### config.mk
export PLATFORM = sky130hd
export DESIGN_NAME = imem_fetch_ctrl_flat
export DESIGN_NICKNAME = d
export VERILOG_FILES = /design/src/rtl/imem_fetch_ctrl_if.sv /design/src/rtl/imem_fetch_ctrl.sv /design/src/flat_wrapper.sv
export SDC_FILE = /design/constraint.sdc
export NUM_CORES = 1
export LEC_CHECK = 0
export BUFFER_PORTS_ARGS = -buffer_cell sky130_fd_sc_hd__buf_2
export CORE_MARGIN = 3
export CORE_UTILIZATION = 35
export DETAILED_ROUTE_END_ITERATION = 12
export PLACE_DENSITY = 0.5
export SLEW_MARGIN = 20
export SYNTH_ARGS = -nofsm -noshare
export SYNTH_HDL_FRONTEND = slang
export SYNTH_SLANG_ARGS = --single-unit
export TNS_END_PERCENT = 10
### constraint.sdc
create_clock -name clk -period 9.59 [get_ports clk]
set_clock_uncertainty 0.15 [all_clocks]
set_input_delay 0.959 -clock clk [delete_from_list [all_inputs] [get_ports clk]]
set_output_delay 0.959 -clock clk [all_outputs]
set_load 0.005 [all_outputs]
### src/rtl/imem_fetch_ctrl_if.sv
// Bundles the three handshakes around the fetch request unit: redirect in,
// instruction-bus request/response, and the instruction stream to fetch.
interface imem_fetch_ctrl_if;
    logic        redirect_valid;
    logic [31:0] redirect_pc;

    logic        ireq_valid;
    logic [31:0] ireq_addr;
    logic        ireq_ready;

    logic        iresp_valid;
    logic [31:0] iresp_data;

    logic        out_valid;
    logic [31:0] out_pc;
    logic [31:0] out_instr;
    logic        out_ready;

    // Fetch-controller side: issues bus requests and produces instructions.
    modport master (
        input  redirect_valid, redirect_pc,
        output ireq_valid, ireq_addr,
        input  ireq_ready,
        input  iresp_valid, iresp_data,
        output out_valid, out_pc, out_instr,
        input  out_ready
    );

    // Environment side: memory bus, branch unit and fetch stage.
    modport slave (
        output redirect_valid, redirect_pc,
        input  ireq_valid, ireq_addr,
        output ireq_ready,
        output iresp_valid, iresp_data,
        input  out_valid, out_pc, out_instr,
        output out_ready
    );
endinterface

### src/rtl/imem_fetch_ctrl.sv
// Instruction-memory request unit. Owns the fetch PC, issues word requests
// while credit remains, tracks in-order outstanding responses, and buffers
// returned instructions with their PC. A redirect kills every in-flight and
// buffered instruction; killed requests keep their credit until they return.
module imem_fetch_ctrl #(
    parameter logic [31:0] RESET_PC = 32'h0000_0000,
    parameter int          DEPTH    = 4
) (
    input  logic             clk,
    input  logic             reset,
    imem_fetch_ctrl_if.master bus
);
    localparam int PW = $clog2(DEPTH);
    localparam int CW = PW + 1;

    logic [31:0]      req_pc;

    logic [31:0]      pend_pc [DEPTH];
    logic [DEPTH-1:0] pend_live;
    logic [DEPTH-1:0] pend_live_next;
    logic [PW-1:0]    pend_wr;
    logic [PW-1:0]    pend_rd;
    logic [CW-1:0]    pending_cnt;

    logic [31:0]      fifo_pc    [DEPTH];
    logic [31:0]      fifo_instr [DEPTH];
    logic [PW-1:0]    fifo_wr;
    logic [PW-1:0]    fifo_rd;
    logic [CW-1:0]    fifo_cnt;

    logic [CW:0]      occupancy;
    logic             credit;
    logic             req_fire;
    logic             resp_fire;
    logic             fifo_push;
    logic             fifo_pop;

    // Credit counts both in-flight requests and buffered instructions, so a
    // response always finds a free FIFO slot.
    assign occupancy = {1'b0, pending_cnt} + {1'b0, fifo_cnt};
    assign credit    = occupancy < (CW + 1)'(DEPTH);

    assign bus.ireq_valid = credit & ~reset;
    assign bus.ireq_addr  = req_pc;
    assign bus.out_valid  = (fifo_cnt != '0) & ~bus.redirect_valid;
    assign bus.out_pc     = fifo_pc[fifo_rd];
    assign bus.out_instr  = fifo_instr[fifo_rd];

    assign req_fire  = bus.ireq_valid & bus.ireq_ready;
    assign resp_fire = bus.iresp_valid & (pending_cnt != '0);
    assign fifo_push = resp_fire & pend_live[pend_rd] & ~bus.redirect_valid;
    assign fifo_pop  = bus.out_valid & bus.out_ready;

    // Fetch PC: redirect wins over the increment of a same-cycle handshake.
    always_ff @(posedge clk or posedge reset) begin
        if (reset) begin
            req_pc <= RESET_PC;
        end else if (bus.redirect_valid) begin
            req_pc <= {bus.redirect_pc[31:2], 2'b00};
        end else if (req_fire) begin
            req_pc <= req_pc + 32'd4;
        end
    end

    // Live bits: a redirect kills everything in flight, including a request
    // accepted in the redirect cycle itself.
    always_comb begin
        pend_live_next = bus.redirect_valid ? '0 : pend_live;
        if (req_fire) begin
            pend_live_next[pend_wr] = ~bus.redirect_valid;
        end
    end

    // Pending-queue pointers, count and live flags.
    always_ff @(posedge clk or posedge reset) begin
        if (reset) begin
            pend_wr     <= '0;
            pend_rd     <= '0;
            pending_cnt <= '0;
            pend_live   <= '0;
        end else begin
            if (req_fire) begin
                pend_wr <= pend_wr + PW'(1);
            end
            if (resp_fire) begin
                pend_rd <= pend_rd + PW'(1);
            end
            pending_cnt <= pending_cnt + CW'(req_fire) - CW'(resp_fire);
            pend_live   <= pend_live_next;
        end
    end

    // Pending-queue PC storage; needs no reset because the count guards it.
    always_ff @(posedge clk) begin
        if (req_fire) begin
            pend_pc[pend_wr] <= req_pc;
        end
    end

    // Instruction FIFO pointers and count; redirect empties it in one cycle.
    always_ff @(posedge clk or posedge reset) begin
        if (reset) begin
            fifo_wr  <= '0;
            fifo_rd  <= '0;
            fifo_cnt <= '0;
        end else if (bus.redirect_valid) begin
            fifo_rd  <= fifo_wr;
            fifo_cnt <= '0;
        end else begin
            if (fifo_push) begin
                fifo_wr <= fifo_wr + PW'(1);
            end
            if (fifo_pop) begin
                fifo_rd <= fifo_rd + PW'(1);
            end
            fifo_cnt <= fifo_cnt + CW'(fifo_push) - CW'(fifo_pop);
        end
    end

    // Instruction FIFO storage: response pairs with the PC of its request.
    always_ff @(posedge clk) begin
        if (fifo_push) begin
            fifo_pc[fifo_wr]    <= pend_pc[pend_rd];
            fifo_instr[fifo_wr] <= bus.iresp_data;
        end
    end
endmodule

### src/flat_wrapper.sv
// flat-port wrapper written by rule: the top's interface ports become plain ports
module imem_fetch_ctrl_flat 
#(
    parameter logic [31:0] RESET_PC = 32'h0000_0000,
    parameter int          DEPTH    = 4
)
  (clk, reset, bus_redirect_valid, bus_redirect_pc, bus_ireq_valid, bus_ireq_addr, bus_ireq_ready, bus_iresp_valid, bus_iresp_data, bus_out_valid, bus_out_pc, bus_out_instr, bus_out_ready);
  imem_fetch_ctrl_if bus_i ();
  input  logic clk;
  input  logic reset;
  input wire logic [$bits(bus_i.redirect_valid)-1:0] bus_redirect_valid;
  input wire logic [$bits(bus_i.redirect_pc)-1:0] bus_redirect_pc;
  output wire logic [$bits(bus_i.ireq_valid)-1:0] bus_ireq_valid;
  output wire logic [$bits(bus_i.ireq_addr)-1:0] bus_ireq_addr;
  input wire logic [$bits(bus_i.ireq_ready)-1:0] bus_ireq_ready;
  input wire logic [$bits(bus_i.iresp_valid)-1:0] bus_iresp_valid;
  input wire logic [$bits(bus_i.iresp_data)-1:0] bus_iresp_data;
  output wire logic [$bits(bus_i.out_valid)-1:0] bus_out_valid;
  output wire logic [$bits(bus_i.out_pc)-1:0] bus_out_pc;
  output wire logic [$bits(bus_i.out_instr)-1:0] bus_out_instr;
  input wire logic [$bits(bus_i.out_ready)-1:0] bus_out_ready;
  assign bus_i.redirect_valid = bus_redirect_valid;
  assign bus_i.redirect_pc = bus_redirect_pc;
  assign bus_ireq_valid = bus_i.ireq_valid;
  assign bus_ireq_addr = bus_i.ireq_addr;
  assign bus_i.ireq_ready = bus_ireq_ready;
  assign bus_i.iresp_valid = bus_iresp_valid;
  assign bus_i.iresp_data = bus_iresp_data;
  assign bus_out_valid = bus_i.out_valid;
  assign bus_out_pc = bus_i.out_pc;
  assign bus_out_instr = bus_i.out_instr;
  assign bus_i.out_ready = bus_out_ready;
  imem_fetch_ctrl #(.RESET_PC(RESET_PC), .DEPTH(DEPTH)) u_core (.clk(clk), .reset(reset), .bus(bus_i));
endmodule
==> impl_metrics.ini, run 1 <==
[global_route]
grt_pass1_vias = 8856
grt_max_degree = 65
grt_pass1_wl_um = 56000
grt_usage = 0.149
antenna_found_initial = 1
overflow = 0

[clock_tree]
numCtsBuffers = 45
worstSkewPairLatency_ns = 0.56
clk_pin_slew_ns = 0.06
h-tree-depth = 2
ctsResizeCount = 0
cts_sinks = 416
cts_root_buffer = clkbuf_16
max-clock-path-buffers = 3
postCtsSetupRepairBufs = 0
cts_tree = done
cts_hold_buf = 0

[sta]
setup_viol = 0
max_freq_ghz = 0.247
tns_ns = 0
slew_headroom = 0.282
worst_pin_slew_ns = 1.08
drv_slew = 0
fin_hold_ws_ns = 0.265
rsz0062_at_grt = no
finalHoldViolCount = 0
setup_slack_ns = 5.54
period_share = 0.422
fin_crit_ns = 4.05

[critical_path]
ff2ff_setup_slack_ns = 6.02
crit_type = reg2out
worstPathRequired_ns = 8.48
endpoint_kind = primary output
worstSetupStartpointType = flip-flop
path_max_fanout = 34
arrival_ns = 2.94
reg2regPathDepth = 5

[power_and_ir_drop]
p_per_area_mw_per_mm2 = 254
ir_worst_vdd_mv = 0.159
p_leak_nw = 6.55

[layout]
n_fill_cell = 4110
drive_above_1_share = 0.334
syn2layout_area_growth_pct = 17.8
fin_cells = 1628
finalNetCount = 1081
diodes = 0

[synthesis]
yosys_warnings = 0
synth_compound_area_frac = 0.0251
ys_ff_latch = 416
synth_xor_area_frac = 0.00811
syn-mean-instance-area_um2 = 20.0
ys_seq_area_frac = 0.756
netlist_instances = 811
synth_top_family_by_area = multiplexers
synth_cell_types = 51
netlist_area_mm2 = 0.0162
synth_edf_count = 368
synthAdderAreaFrac = 0.0141
ys.flop_type = edfxtp_1
muxShareOfSynthArea = 0.130
synth-simple-area-share = 0.0512
async_flop_share = 0.115

[place]
place_congestion = 0.777
io_buffers = 161
dp_cells = 1547
pre_cts_ws_ns = 5.54
hpwl_um = 21700

[floorplanning]
initial_core_util = 0.356
core-area_mm2 = 0.0456
die_w_um = 221
dieArea_mm2 = 0.0489
ios = 168
rows = 78
chipHeight_um = 221

[detailed_routing]
vias = 8231
drt-total-wl_um = 36100
drcViolationCount = 0
wl_per_cell_um = 22.2
ant_nets = 0
vias_per_cell = 5.06
dr.pass1.iters = 7
drt-initial-drc-count = 528

[outcome]
outcome = finished, final reports clean

[worst_hold_path]
worstHoldPathType = in2async

[job]
cap_violations = 0
-- routing by layer --
layer / up-vias / track usage / routed length [um]
met5: - / 0 / 7
met4: 2 / 0.0380 / 725
met3: 56 / 0.0352 / 2100
met2: 224 / 0.245 / 17400
met1: 4259 / 0.202 / 15900
li1: 3690 / - / -
-- Yosys cell counts, types with 7 or more instances --
| cell type | number | area, um^2 |
|---|---|---|
| a31oi_1 | 8 | 50.1 |
| and2_1 | 9 | 56.3 |
| and3_1 | 13 | 81.3 |
| buf_1 | 15 | 56.3 |
| clkbuf_1 | 23 | 86.3 |
| dfrtp_1 | 48 | 1200 |
| edfxtp_1 | 368 | 11100 |
| ha_1 | 15 | 188 |
| inv_1 | 16 | 60.1 |
| mux4_2 | 93 | 2090 |
| nand2_1 | 33 | 124 |
| nand3_1 | 18 | 90.1 |
| nand4_1 | 15 | 93.8 |
| nor2_1 | 16 | 60.1 |
| o211ai_1 | 7 | 52.6 |
| o21ai_0 | 19 | 95.1 |
| or4_1 | 8 | 60.1 |
| xnor2_1 | 9 | 78.8 |
-- through the flow --
| stage | utilization | total power [mW] | instance area, um^2 |
|---|---|---|---|
| finish | 0.419 | 4.84 | 19100 |
| global route | 0.419 | 5.10 | 19100 |
| CTS | 0.419 | 4.94 | 19100 |
| detailed placement | 0.389 | 3.31 | 17700 |
| global placement | 0.389 | 3.30 | 17700 |
| floorplan | - | 2.92 | 16200 |
-- worst max-delay path, stage by stage, from the launching register on --
cell and delay [ns]:
dfrtp_4 0.90, buf_4 0.70, mux4_2 0.60, buf_2 0.15
-- path summary, 6_finish.rpt --
| kind | from | end |
|---|---|---|
| min | reset | u_core.bus.ireq_addr[26] |
| min in group clk | u_core.pend_live[1] | u_core.pend_live[1] |
| max | u_core.fifo_rd[0] | bus_out_pc[12] |
| min reg2reg | u_core.pend_live[1] | u_core.pend_live[1] |
| max in group asynchronous | reset | u_core.fifo_rd[1] |
| max reg2reg | u_core.fifo_cnt[2] | u_core.pend_pc[2][12] |
-- sequential cells by signal, summed over array words and instances, names as in the netlist --
signal                flops
u_core.bus.ireq_addr     30
u_core.fifo_cnt           3
u_core.fifo_instr       128
u_core.fifo_pc          120
u_core.fifo_rd            2
u_core.fifo_wr            2
u_core.pend_live          4
u_core.pend_pc          120
u_core.pend_rd            2
u_core.pend_wr            2
u_core.pending_cnt        3
-- cell type report --
| type | count | area, um^2 | area share |
|---|---|---|---|
| Multi-Input combinational cell | 338 | 3720 | 0.195 |
| Sequential cell | 416 | 12300 | 0.642 |
| Inverter | 16 | 60.1 | 0.00315 |
| Clock inverter | 20 | 141 | 0.00741 |
| Timing Repair Buffer | 177 | 926 | 0.0485 |
| Tap cell | 600 | 751 | 0.0393 |
| Clock buffer | 61 | 1230 | 0.0642 |
-- report_power, final --
group | total, mW | switching, mW | internal (mW) | leakage, nW
Clock | 1.61 | 0.664 | 0.944 | 0.663
Sequential | 2.34 | 0.165 | 2.17 | 3.88
Combinational | 0.895 | 0.437 | 0.458 | 2.01
-- placed cells by master (no fill, tap or decap), drive strengths merged, types with 16 or more instances in the layout --
cell / instances
nand2: 33
nand3: 18
clkbuf: 61
edfxtp: 368
nor2: 16
buf: 177
o21ai: 19
inv: 16
mux4: 93
dfrtp: 48
clkinv: 16
-- cell families after synthesis --
| logic type | Yosys count |
|---|---|
| flip-flops | 416 |
| AND/OR/NAND/NOR | 148 |
| multiplexers | 94 |
| AO/OA/AOI/OAI | 60 |
| buffers and inverters | 60 |
| adder cells (fa/ha/maj) | 17 |
| XOR/XNOR | 15 |
| other | 1 |
Power figures use the tool's default switching activity.
==> run 2, diff against run 1 <==
Settings changed: ABC_AREA set to 1.
Clock period 9.59 ns to 4.25 ns, I/O delays scaled along.
==> run 2 against run 1 <==
Compared with the run above: via count is 32% higher; clock power is 140% higher; core utilization is 1.5 points higher; register-to-register slack worse by 4.4 ns; first-iteration DRC count is 21% higher; non-clock buffer count is 63 higher; total power grew to 2.7 times the previous value; design area is 7.2% higher; count of clock-buffer cells in the layout is 4 higher; critical endpoint is now bus_out_instr[16].
==> impl_metrics.ini, run 2 <==
[global_route]
grt_max_degree = 91
antenna_found_initial = 0
grt_pass1_wl_um = 62900
grt_pass1_vias = 10800
grt_usage = 0.159
overflow = 0

[floorplanning]
ios = 168
core-area_mm2 = 0.0471
chipHeight_um = 226
dieArea_mm2 = 0.0510
rows = 79
initial_core_util = 0.358
die_w_um = 226

[layout]
drive_above_1_share = 0.180
syn2layout_area_growth_pct = 21.1
fin_cells = 2234
largest-register = u_core.fifo_instr
finalNetCount = 1676
final_common_cell = edfxtp_1
top_regs = u_core.fifo_instr (128), u_core.fifo_pc (120), u_core.pend_pc (120)
largest_register_ffs = 128
diodes = 0
final_cell_mix = 368 x edfxtp_1, 232 x nor2_1, 209 x o21ai_0, 161 x buf_2, 150 x nand2_1

[critical_path]
reg2regPathDepth = 5
worstSetupStartpointType = flip-flop
cp-startpoint = u_core.fifo_rd[0]
arrival_ns = 2.93
ff2ff_setup_slack_ns = 1.66
endpoint_kind = primary output
rr_startpoint = u_core.pending_cnt[1]
reg2reg_to = u_core.fifo_instr[3][13]
crit_type = reg2out
worstPathRequired_ns = 3.67
crit_end = bus_out_instr[16]
path_max_fanout = 71

[power_and_ir_drop]
p_leak_nw = 7.42
ir_worst_vdd_mv = 0.340
power_mw = 12.9
p_per_area_mw_per_mm2 = 632

[synthesis]
ys.flop_type = edfxtp_1
yosys_warnings = 0
ys_ff_latch = 416
async_flop_share = 0.115
synth_most_common_cell = edfxtp_1
synth_edf_count = 368
netlist_instances = 1370
ys_top_cells_by_area = edfxtp_1 65%, dfrtp_1 7.1%, o21ai_0 6.2%
netlist_area_mm2 = 0.0169
yosysTopAreaCellShare = 0.654
synth_cell_types = 38
synth_area_leader_cell = edfxtp_1
synthTopCellsByCount = 368 x edfxtp_1, 240 x nor2_1, 209 x o21ai_0
ys_seq_area_frac = 0.725
syn-mean-instance-area_um2 = 12.3

[sta]
tns_ns = 0
max_freq_ghz = 0.285
finalHoldViolCount = 0
period_share = 0.825
rsz0062_at_grt = no
setup_viol = 0
fin_hold_ws_ns = 0.0472
worst_pin_slew_ns = 0.925
slew_headroom = 0.383
fin_crit_ns = 3.51
drv_slew = 0

[place]
dp_cells = 2089
io_buffers = 161
hpwl_um = 23100
place_congestion = 0.798

[clock_tree]
h-tree-depth = 2
numCtsBuffers = 46
max-clock-path-buffers = 3
cts_sinks = 416
cts_root_buffer = clkbuf_16
worstSkewPairLatency_ns = 0.57
clk_pin_slew_ns = 0.06
cts_tree = done
ctsResizeCount = 0

[detailed_routing]
drt-initial-drc-count = 640
drcViolationCount = 0
vias_per_cell = 4.87
drt-total-wl_um = 40400
ant_nets = 0
dr.pass1.iters = 5
vias = 10900
wl_per_cell_um = 18.1

[worst_hold_path]
worstHoldPathType = in2reg
whs_path_depth = 5

[outcome]
outcome = finished, final reports clean

[job]
cap_violations = 0
-- run 2: area by class of cell --
| cell class | instances | area [um^2] |
|---|---|---|
| timing repair buffer | 240 | 1620 |
| tap | 607 | 759 |
| fill | 4375 | 26700 |
| clock inverter | 21 | 205 |
| multi-input combinational | 817 | 4100 |
| clock buffer | 65 | 1270 |
| sequential | 416 | 12300 |
| inverter | 68 | 260 |
-- run 2: routing by layer --
| layer | share of wire | global-route usage | vias up |
|---|---|---|---|
| met5 | 0 | 0 | - |
| met4 | 0.017 | 0.0418 | 0 |
| met3 | 0.049 | 0.0304 | 48 |
| met2 | 0.47 | 0.265 | 242 |
| met1 | 0.47 | 0.216 | 5274 |
| li1 | - | - | 5324 |
-- run 2: worst min-delay path by stage --
stage                         from                  endpoint  slack [ns]
6_report       bus_redirect_pc[20]  u_core.bus.ireq_addr[20]        0.05
3_5_place_dp                 reset     u_core.pending_cnt[2]        0.20
4_1_cts        bus_redirect_pc[20]  u_core.bus.ireq_addr[20]     0.00002
3_3_place_gp                 reset     u_core.pending_cnt[2]        0.19
5_1_grt        bus_redirect_pc[30]  u_core.bus.ireq_addr[30]        0.06
2_1_floorplan  u_core.pend_live[1]       u_core.pend_live[1]        0.31
-- run 2: through the flow --
stage	util	setup slack, ns	area [um^2]
after floorplan	-	0.0839	16900
after global placement	0.390	1.34	18400
after global routing	0.434	0.489	20500
after detailed placement	0.390	1.33	18400
after CTS	0.434	0.696	20500
final	0.434	0.742	20500
-- run 2: critical path: stages, from the launching register on --
cell and delay, ns:
dfrtp_4 0.69, clkinv_2 0.56, buf_12 0.39, buf_4 0.24
o21ai_0 0.18, o22ai_1 0.12, buf_2 0.15
-- run 2: logic make-up (layout without fill, tap and decap cells) --
kind of cell | Yosys count | in the layout | share of synthesized area
simple gates | 471 | 471 | 0.118
flops | 416 | 416 | 0.725
compound gates | 314 | 314 | 0.101
buf+inv | 140 | 394 | 0.0358
fa+ha+maj | 17 | 17 | 0.0135
xor+xnor | 11 | 11 | 0.00570
other cells | 1 | 4 | 0.000222
-- run 2: power by group --
part | switching [mW] | leakage, nW | total [mW] | internal (mW)
registers | 0.379 | 3.92 | 5.55 | 5.17
clock network | 1.56 | 0.718 | 3.84 | 2.28
logic | 2.36 | 2.78 | 3.55 | 1.19
-- run 2: what timing repair did --
item | 4_1_cts | 5_1_grt
setup buffers | 0 | 0
endpoints found under the hold margin | 159 | 0
hold buffers | 59 | 0
